## config.mk

```make
export PLATFORM = sky130hd
export DESIGN_NAME = decode_hazard_ctrl
export DESIGN_NICKNAME = d
export VERILOG_FILES = /design/src/rtl/decode_hazard_ctrl.sv
export SDC_FILE = /design/constraint.sdc
export NUM_CORES = 1
export LEC_CHECK = 0
export ABC_CLOCK_PERIOD_IN_PS = 3700
export CAP_MARGIN = 40
export CORE_AREA = 2 2 51 53
export CTS_CLUSTER_DIAMETER = 150
export DETAILED_ROUTE_END_ITERATION = 12
export DIE_AREA = 0 0 53 55
export GPL_ROUTABILITY_DRIVEN = 0
export PLACE_DENSITY = 0.9
export RECOVER_POWER = 50
export SLEW_MARGIN = 10
export SYNTH_ARGS = -nofsm -noshare
export SYNTH_HDL_FRONTEND = slang
export SYNTH_SLANG_ARGS = --single-unit
```

## constraint.sdc

```tcl
create_clock -name clk -period 3.7 [get_ports clk]
set_input_delay 0.37 -clock clk [delete_from_list [all_inputs] [get_ports clk]]
set_output_delay 0.37 -clock clk [all_outputs]
set_load 0.1 [all_outputs]
```

## src/rtl/decode_hazard_ctrl.sv

```systemverilog
// Decode-stage hazard controller: load-use stall, branch flush, and a
// three-stage EX/MEM/WB destination tag pipeline driving RF write enable.
module decode_hazard_ctrl #(
    parameter int unsigned FLUSH_LEN = 2
) (
    input  logic        clk,
    input  logic        rst,
    input  logic        ir_valid,
    input  logic [31:0] ir_in,
    input  logic        ex_stall,
    input  logic        br_taken,
    output logic        RegA_LATCH_EN,
    output logic        RegB_LATCH_EN,
    output logic        RegIMM_LATCH_EN,
    output logic        RF_WE,
    output logic        fetch_stall,
    output logic        dec_flush,
    output logic [1:0]  state
);

    typedef enum logic [1:0] {
        RUN   = 2'd0,
        STALL = 2'd1,
        FLUSH = 2'd2
    } state_e;

    typedef struct packed {
        logic       valid;
        logic [4:0] rd;
        logic       we;
        logic       is_load;
    } tag_t;

    localparam logic [6:0] OP_LOAD   = 7'b0000011;
    localparam logic [6:0] OP_IMM    = 7'b0010011;
    localparam logic [6:0] OP_REG    = 7'b0110011;
    localparam logic [6:0] OP_STORE  = 7'b0100011;
    localparam logic [6:0] OP_BRANCH = 7'b1100011;
    localparam logic [6:0] OP_JAL    = 7'b1101111;
    localparam logic [6:0] OP_JALR   = 7'b1100111;
    localparam logic [6:0] OP_LUI    = 7'b0110111;
    localparam logic [6:0] OP_AUIPC  = 7'b0010111;

    localparam logic [2:0] CNT_INIT = 3'(FLUSH_LEN - 1);

    state_e     state_q, state_d;
    logic [2:0] cnt_q, cnt_d;
    tag_t       ex_q, ex_d;
    tag_t       mem_q, mem_d;
    tag_t       wb_q, wb_d;

    logic [6:0] opcode;
    logic [4:0] rs1, rs2, rd;
    logic       uses_rs1, uses_rs2, writes_rd, is_load;
    logic       hazard;
    logic       latch_en;
    logic       fetch_stall_raw;
    logic       unused_ir_bits;

    assign opcode = ir_in[6:0];
    assign rd     = ir_in[11:7];
    assign rs1    = ir_in[19:15];
    assign rs2    = ir_in[24:20];

    assign unused_ir_bits = ^{ir_in[31:25], ir_in[14:12]};

    always_comb begin
        uses_rs1  = 1'b0;
        uses_rs2  = 1'b0;
        writes_rd = 1'b0;
        is_load   = 1'b0;
        case (opcode)
            OP_LOAD: begin
                uses_rs1  = 1'b1;
                writes_rd = 1'b1;
                is_load   = 1'b1;
            end
            OP_IMM, OP_JALR: begin
                uses_rs1  = 1'b1;
                writes_rd = 1'b1;
            end
            OP_REG: begin
                uses_rs1  = 1'b1;
                uses_rs2  = 1'b1;
                writes_rd = 1'b1;
            end
            OP_STORE, OP_BRANCH: begin
                uses_rs1 = 1'b1;
                uses_rs2 = 1'b1;
            end
            OP_JAL, OP_LUI, OP_AUIPC: begin
                writes_rd = 1'b1;
            end
            default: begin
            end
        endcase
    end

    // Only a load still in EX stalls; MEM/WB producers are forwarded.
    assign hazard = ex_q.valid & ex_q.is_load & (ex_q.rd != 5'd0)
                  & ((uses_rs1 & (rs1 == ex_q.rd))
                   | (uses_rs2 & (rs2 == ex_q.rd)));

    assign latch_en = (state_q == RUN) & ir_valid & ~ex_stall
                    & ~hazard & ~br_taken;

    assign fetch_stall_raw = ~br_taken
                           & (ex_stall
                            | (state_q == STALL)
                            | ((state_q == RUN) & hazard));

    always_comb begin
        state_d = state_q;
        cnt_d   = cnt_q;
        if (br_taken) begin
            state_d = FLUSH;
            cnt_d   = CNT_INIT;
        end else if (!ex_stall) begin
            unique case (state_q)
                RUN: begin
                    if (hazard) state_d = STALL;
                end
                STALL: begin
                    state_d = RUN;
                end
                FLUSH: begin
                    if (cnt_q == 3'd0) state_d = RUN;
                    else cnt_d = cnt_q - 3'd1;
                end
                default: begin
                    state_d = RUN;
                end
            endcase
        end
    end

    // A real tag enters EX exactly when decode latches its operands.
    always_comb begin
        ex_d  = ex_q;
        mem_d = mem_q;
        wb_d  = wb_q;
        if (!ex_stall) begin
            wb_d  = mem_q;
            mem_d = ex_q;
            ex_d  = '0;
            if (latch_en) begin
                ex_d.valid   = 1'b1;
                ex_d.rd      = rd;
                ex_d.we      = writes_rd & (rd != 5'd0);
                ex_d.is_load = is_load;
            end
        end
    end

    always_ff @(posedge clk or posedge rst) begin
        if (rst) begin
            state_q <= RUN;
            cnt_q   <= 3'd0;
            ex_q    <= '0;
            mem_q   <= '0;
            wb_q    <= '0;
        end else begin
            state_q <= state_d;
            cnt_q   <= cnt_d;
            ex_q    <= ex_d;
            mem_q   <= mem_d;
            wb_q    <= wb_d;
        end
    end

    assign RegA_LATCH_EN   = ~rst & latch_en;
    assign RegB_LATCH_EN   = ~rst & latch_en;
    assign RegIMM_LATCH_EN = ~rst & latch_en;
    assign RF_WE           = ~rst & wb_q.valid & wb_q.we & ~ex_stall;
    assign fetch_stall     = ~rst & fetch_stall_raw;
    assign dec_flush       = ~rst & (br_taken | (state_q == FLUSH));
    assign state           = rst ? 2'd0 : state_q;

endmodule

```

Word level (Yosys, flattened, before mapping)
Cells that the tools add are included.
- flip-flop bits (word level): 17
- bits in latches: 0
- memory bits (writable): 0
- memory bits (read-only): 0
- memories: 0
- add/subtract/negate cells: 1
- $mul: 0
- div/mod/pow operators: 0
- $lt $le $gt $ge: 0
- equality and inequality tests: 17
- shift operators: 0
- mux-type cells: 15
- bitwise logic cells: 26
- reduce and logical (&&, ||, !) cells: 10
- operators with widths (kind ; number):
    $eq 7x6->1 const B ; 3
    $eq 7x7->1 const B ; 3
    $and 1x1->1 ; 18
    $eq 7x5->1 const B ; 2
    $mux 3 ; 4
    $eq 5x5->1 ; 2
    $mux 2 ; 5
    $reduce_bool 5->1 ; 2
    $mux 8 ; 1
    $eq 7x2->1 const B ; 1
    $reduce_or 7->1 ; 1
    $ne 3x3->1 const B ; 2
    $reduce_and 3->1 ; 2
    $reduce_or 6->1 ; 1
    $mux 1 ; 4
    $not 1->1 ; 4
    $or 1x1->1 ; 4
    $pmux 2 s2 ; 1
    $logic_not 3->1 ; 1
    $reduce_or 3->1 ; 1
    $sub 3x1->3 const B ; 1
    $eq 2x1->1 const B ; 1
    $eq 2x2->1 const B ; 1
    $logic_not 2->1 ; 1
    3 further kinds ; 3

Depth between registers and ports, before layout
Gate-level depths: netlist of run 1.
- word-level depth: 10
- gate-level depth with buffers: 7
- gate-level depth less buffers: 7

Worst setup path before layout of run 1
Ideal clock, no wire load.
- kind: register to output
- start point: register ex_q[3] (netlist name)
- end point: output RegB_LATCH_EN
- data arrival time: 3964 ps
- setup slack: -634 ps
- stages on the path, launching flop included: 7
- cell sequence: dfrtp_1 > or4_1 > o211ai_2 > a21oi_2 > buf_6 > nor3_1 > buf_4
- cells in the longest elaborated chain, start to end: 8
- elaborated cells on any way between the ends: 12
- ends and longest elaborated chain (what ; line ; text):
    start, declared ; 48 ; tag_t ex_q, ex_d;
    start signal, assigned ; 159 ; ex_q <= '0;
    start signal, assigned ; 165 ; ex_q <= ex_d;
    $eq 5x5->1, on equally long branches ; 101, 102 ;
    $and 1x1->1, on equally long branches ; 101, 102 ;
    $or 1x1->1 ; 102 ; | (uses_rs2 & (rs2 == ex_q.rd)));
    $and 1x1->1 (*) ; 101 ; & ((uses_rs1 & (rs1 == ex_q.rd))
    $not 1->1 (*) ; 105 ; & ~hazard & ~br_taken;
    $and 1x1->1 (*) (2 in a row) ; 105 ;
    $and 1x1->1 (*) ; n/a ;
    end, declared ; 13 ; output logic RegB_LATCH_EN,
Every way passes the cells marked *; elsewhere a longest branch is shown, timed or not.

Final worst setup path of run 1
- start point: input ir_in[23]
- end point: output fetch_stall
- cells in the longest elaborated chain, start to end: 8
- ends and longest elaborated chain (what ; line ; text):
    start, declared ; 9 ; input logic [31:0] ir_in,
    $eq 5x5->1 ; 102 ;
    $and 1x1->1 ; 102 ;
    $or 1x1->1 ; 102 ;
    $and 1x1->1 ; 101 ;
    $and 1x1->1 ; 110 ; | ((state_q == RUN) & hazard));
    $or 1x1->1 ; 110 ;
    $and 1x1->1 ; 108 ; & (ex_stall
    $and 1x1->1 ; 175 ; assign fetch_stall = ~rst & fetch_stall_raw;
    end, declared ; 16 ; output logic fetch_stall,
No other way between the ends.

==> results.ini, run 1 <==
[clock_network]
clk_pin_slew_worst_paths_ps = 90
cts_tree = built
hold_buffers = 0
h-tree-depth = 1
cts_num_sinks = 17
clockRootBuffer = clkbuf_4
cts_buffer_depth = 2
post_cts_buffers = 0
cts_buffers = 3
clk_latency_ps = 280
cts_resized = 0

[route]
routedWlPerCell_um = 13.4
vias = 913
wl_um = 2410
first_pass_iters = 4
vias_per_cell = 5.07
drcViolationCount = 0
first_iter_violations = 19
postRouteAntennaNets = 0

[logic_synthesis]
ys_seq_elements = 17
synth_fp_nets = 157
syn_inst = 118
yosysTopAreaCellShare_pct = 41.2
ys_seq_area_share_pct = 41.2
synthArstFlopShare_pct = 100
netlist_area_mm2 = 0.00103
synth.distinct_cells = 29
synth_area_leaders = dfrtp_1 41%, xor2_1 7.6%, nand2_1 6.5%, o21ai_0 5.3%, mux2_2 4.4%
synth_top_cell_by_area = dfrtp_1
synth_edf_count = 0
synth_ff_type = dfrtp_1
synth.avg_cell_area_um2 = 8.76
ys.warnings.count = 0

[critical_path]
r2r_cells = 5
end_kind = primary output
required_ps = 3330
r2r-start = ex_q[2]$_DFFE_PP0N_
cp-start-kind = input pin
crit_fanout = 11
cp_data_arrival_time_ps = 2330
startpoint = ir_in[23]
path_class = input pin to primary output

[layout]
area_delta_synth_final_pct = 33.9
num_antenna_cells = 0
drive_above_1_share_pct = 13.3
mostFrequentLayoutCells = 24 x clkdlybuf4s50_1, 18 x nand2_1, 17 x dfrtp_1, 11 x o21ai_0, 10 x nor2_1
fillerInstances = 228
layout_commonest_cell = clkdlybuf4s50_1
fin_cells = 180
nNetsFinal = 190

[sta]
finalSetupViolCount = 0
hold_viol = 0
slew_viol_final = 0
rsz0062_at_grt = false
worst_pin_slew_ps = 726
maxSlewHeadroom_pct = 51.4
fin_crit_ps = 2700
worst_slack_ps = 995
fin_worst_skew_ps = 4.43
tns_ps = 0
timing.final.crit_share_pct = 73.1
fmax_mhz = 370

[power_and_ir_drop]
powerDensity_mw_per_mm2 = 312
seqPwrFrac_pct = 47.8
clkPwrFrac_pct = 22.5
intPower_w = 0.000295
ir_worst_vdd_mv = 0.303
p_sw_w = 0.000136
cellLeakagePower_nw = 0.625
share_comb_of_total_power_pct = 29.7
p_sw_share_pct = 31.5

[min_path]
hold_path_depth = 2
hold_class = register to register
hold_start = ex_q[1]$_DFFE_PP0N_

[placement]
dp_slack_ps = 994
post-place-cells = 176
hpwl_um = 1870
port_buffers = 34

[floorplanning]
placementRows = 18
dieArea_mm2 = 0.00292
coreArea_mm2 = 0.00236
ios = 45
die-height_um = 55
initial_core_util_pct = 43.7
die_width_um = 53

[global_route]
grt_pass1_wl_um = 3800
grt_pass1_vias = 861
gr-total-overflow = 0
antenna_found_initial = 0
track_usage_pct = 18.0
grt_start_max_net_pins = 19

[outcome]
run_status = finished clean

[flow_run]
cap_viol_max_count = 0

synthesized netlist by cell type (3+ instances only):
master	count
xor2_1	9
dfrtp_1	17
a21oi_1	5
inv_1	9
o21ai_0	11
mux2_2	4
xnor2_1	3
nor3_1	6
nor2_1	10
nand2_1	18
nand4_1	3
worst max-delay path: stages:
cell and delay, ps:
clkdlybuf4s50_1 410, xor2_1 140, nor4_1 350, nand4_1 160, a21oi_2 420, o31a_2 190
buf_4 280
area by class of cell:
class	count	area [µm²]	area share, %
Inverter	9	33.8	2.44
Multi-Input combinational cell	86	541	39.1
Timing Repair Buffer	34	320	23.1
Sequential cell	17	425	30.7
Clock buffer	4	26.3	1.90
Tap cell	30	37.5	2.71
state kept, by name, indices dropped and copies added, names as in the netlist:
register and cells:
state_q 2, cnt_q 3, mem_q 2, wb_q 2
ex_q 8
kinds of logic after synthesis:
family          synth area share, %
compound gates                 13.2
xor+xnor                       10.2
fa+ha+maj                      2.42
buf+inv                        7.02
flops                          41.2
mux                            4.36
simple gates                   21.7
metrics by stage:
step | total power [W] | util [%] | cell area, µm² | hold WS [ps]
3_3_place_gp | 0.000333 | 57.4 | 1360 | 468
5_1_grt | 0.000454 | 58.5 | 1380 | 544
2_1_floorplan | 0.000289 | - | 1040 | 296
3_5_place_dp | 0.000338 | 57.4 | 1360 | 484
6_report | 0.000431 | 58.5 | 1380 | 500
4_1_cts | 0.000434 | 58.5 | 1380 | 504
power groups by stage:
stage	clock (W)	sequential, W	combinational [W]
after floorplan	0	0.000208	0.0000812
after detailed placement	0	0.000210	0.000129
after global placement	0	0.000209	0.000124
final	0.0000971	0.000206	0.000128
after global routing	0.000106	0.000207	0.000141
after CTS	0.0000993	0.000206	0.000129
per-layer routing:
| layer | part of all wire, % | vias to the layer above | track usage, % |
|---|---|---|---|
| li1 | - | 461 | - |
| met1 | 43 | 416 | 21.0 |
| met2 | 47 | 34 | 32.7 |
| met3 | 9.0 | 2 | 3.23 |
| met4 | 0.42 | 0 | 7.69 |
| met5 | 0 | - | 0 |
path summary, 6_finish.rpt:
check	to	slack (ps)
hold reg to reg	ex_q[1]$_DFFE_PP0N_	500
min in group asynchronous	ex_q[3]$_DFFE_PP0N_	750
setup / recovery	fetch_stall	1000
setup reg to reg	ex_q[0]$_DFFE_PP0N_	1820
hold / removal	ex_q[1]$_DFFE_PP0N_	500
max in group asynchronous	ex_q[2]$_DFFE_PP0N_	2550
Power figures use the tool's default switching activity.
==> run 2, diff against run 1 <==
ABC_CLOCK_PERIOD_IN_PS = 2530   (was 3700)
CORE_AREA = 2 2 54 56   (was 2 2 51 53)
DIE_AREA = 0 0 56 58   (was 0 0 53 55)
PLACE_DENSITY = 0.82   (was 0.9)
clock period = 2.53 ns   (was 3.7 ns; I/O delays follow)
==> results.ini, run 2 (synthesis results as in run 1) <==
[route]
wl_um = 2370
drcViolationCount = 0
highest_layer = met4
routedWlPerCell_um = 13.0
postRouteAntennaNets = 0
m1WireLength_um = 988
met2WireLength_um = 1190
first_iter_violations = 28
vias = 927
first_pass_iters = 4
vias_per_cell = 5.07
met3_length_um = 182

[sta]
slew_viol_final = 0
hold_viol = 0
whs_ps = 512
timing.final.crit_share_pct = 93.5
rsz0062_at_grt = false
maxSlewHeadroom_pct = 57.8
fin_worst_skew_ps = 7.30
fin_crit_ps = 2370
finalSetupViolCount = 0
worst_pin_slew_ps = 632
fmax_mhz = 423

[layout]
top_regs = ex_q (8), cnt_q (3)
top_register = ex_q
post-route-util_pct = 55.6
num_antenna_cells = 0
drive_above_1_share_pct = 15.1
fin_cells = 183
layout_commonest_cell = clkdlybuf4s50_1
nNetsFinal = 192
finalInstanceArea_mm2 = 0.00148
area_delta_synth_final_pct = 43.3
mostFrequentLayoutCells = 24 x clkdlybuf4s50_1, 18 x nand2_1, 17 x dfrtp_1, 11 x o21ai_0, 10 x nor2_1
largest_reg_flops = 8

[flow_run]
cap_viol_max_count = 0

[clock_network]
hold_buffers = 0
cts_num_sinks = 17
h-tree-depth = 1
cts_buffers = 3
clk_latency_ps = 290
clk_pin_slew_worst_paths_ps = 90
cts_tree = built
cts_buffer_depth = 2
clockRootBuffer = clkbuf_4

[placement]
dpl_cell_area_mm2 = 0.00145
port_buffers = 34
hpwl_um = 1920
post-place-cells = 179

[floorplanning]
dieArea_mm2 = 0.00325
coreArea_mm2 = 0.00266
die_width_um = 56
placementRows = 19
initial_core_util_pct = 38.8
ios = 45
die-height_um = 58

[global_route]
gr-total-overflow = 0
antenna_found_initial = 0
grt_start_max_net_pins = 18
grt_pass1_wl_um = 4230
track_usage_pct = 16.1
grt_pass1_vias = 982

[critical_path]
cp_slowest_cell = dfrtp_1
path_class = register to primary output
cp_data_arrival_time_ps = 2110
cp-endpoint = fetch_stall
startpoint = ex_q[2]$_DFFE_PP0N_
slowest_delay_ps = 450
crit_buf_inv = 1
end_kind = primary output
r2r-start = ex_q[2]$_DFFE_PP0N_
required_ps = 2280
r2r_end = ex_q[1]$_DFFE_PP0N_
cp-start-kind = register
reg2reg_slack_ps = 680
critical_path.top_delay_family = simple AND/OR/NAND/NOR gates
path_cells = xor2_1 -> nor4_1 -> nand4_1 -> a21oi_4 -> o31a_2 -> buf_12
cp.depth = 6
crit_fanout = 6
r2r_cells = 6

[power_and_ir_drop]
powerDensity_mw_per_mm2 = 427
intPower_w = 0.000436
power_w = 0.000633
p_sw_w = 0.000198
ir_worst_vdd_mv = 0.333
p_sw_share_pct = 31.2
share_comb_of_total_power_pct = 30.3
cellLeakagePower_nw = 0.652
clkPwrFrac_pct = 22.1
seqPwrFrac_pct = 47.6

[min_path]
hold_class = register to register

[outcome]
run_status = finished clean

## run 2: repair_timing
item / 4_1_cts / 5_1_grt
hold endpoints to repair: 0 / 0
setup buffers: 0 / 0
gates resized for setup: 0 / 1
endpoints found under the setup margin: 0 / 1
## run 2: layout make-up
cell class | count | area (µm²)
tap | 31 | 38.8
timing repair buffer | 36 | 398
inverter | 9 | 33.8
fill | 255 | 1180
sequential | 17 | 425
clock buffer | 4 | 26.3
multi-input combinational | 86 | 559
## run 2: worst min-delay path by stage
stage / startpoint / end / slack (ps) / depth (start not counted)
after detailed placement: mem_q[7]$_DFFE_PP0N_ / mem_q[7]$_DFFE_PP0N_ / 490 / 1
after floorplan: rst / cnt_q[0]$_DFFE_PP0P_ / 180 / 1
final: mem_q[7]$_DFFE_PP0N_ / mem_q[7]$_DFFE_PP0N_ / 510 / 1
after global placement: ex_q[1]$_DFFE_PP0N_ / ex_q[1]$_DFFE_PP0N_ / 480 / 2
after CTS: mem_q[7]$_DFFE_PP0N_ / mem_q[7]$_DFFE_PP0N_ / 520 / 1
after global routing: mem_q[7]$_DFFE_PP0N_ / mem_q[7]$_DFFE_PP0N_ / 530 / 1
## run 2: per-stage QoR
step	setup WS, ps	TNS, ps
3_3_place_gp	219	0
3_5_place_dp	183	0
5_1_grt	58.2	0
4_1_cts	76.1	0
2_1_floorplan	-199	-397
6_report	164	0
## run 2: routing by layer
| layer | track usage, % | vias to the layer above |
|---|---|---|
| li1 | - | 465 |
| met1 | 19.5 | 426 |
| met2 | 27.9 | 34 |
| met3 | 4.46 | 2 |
| met4 | 5.10 | 0 |
| met5 | 0 | - |
## run 2: power by group through the flow
stage / clock network [W] / logic [W] / registers (W)
floorplan: 0 / 0.000119 / 0.000304
global placement: 0 / 0.000186 / 0.000306
detailed placement: 0 / 0.000195 / 0.000307
CTS: 0.000146 / 0.000196 / 0.000302
global route: 0.000157 / 0.000212 / 0.000304
finish: 0.000140 / 0.000192 / 0.000302
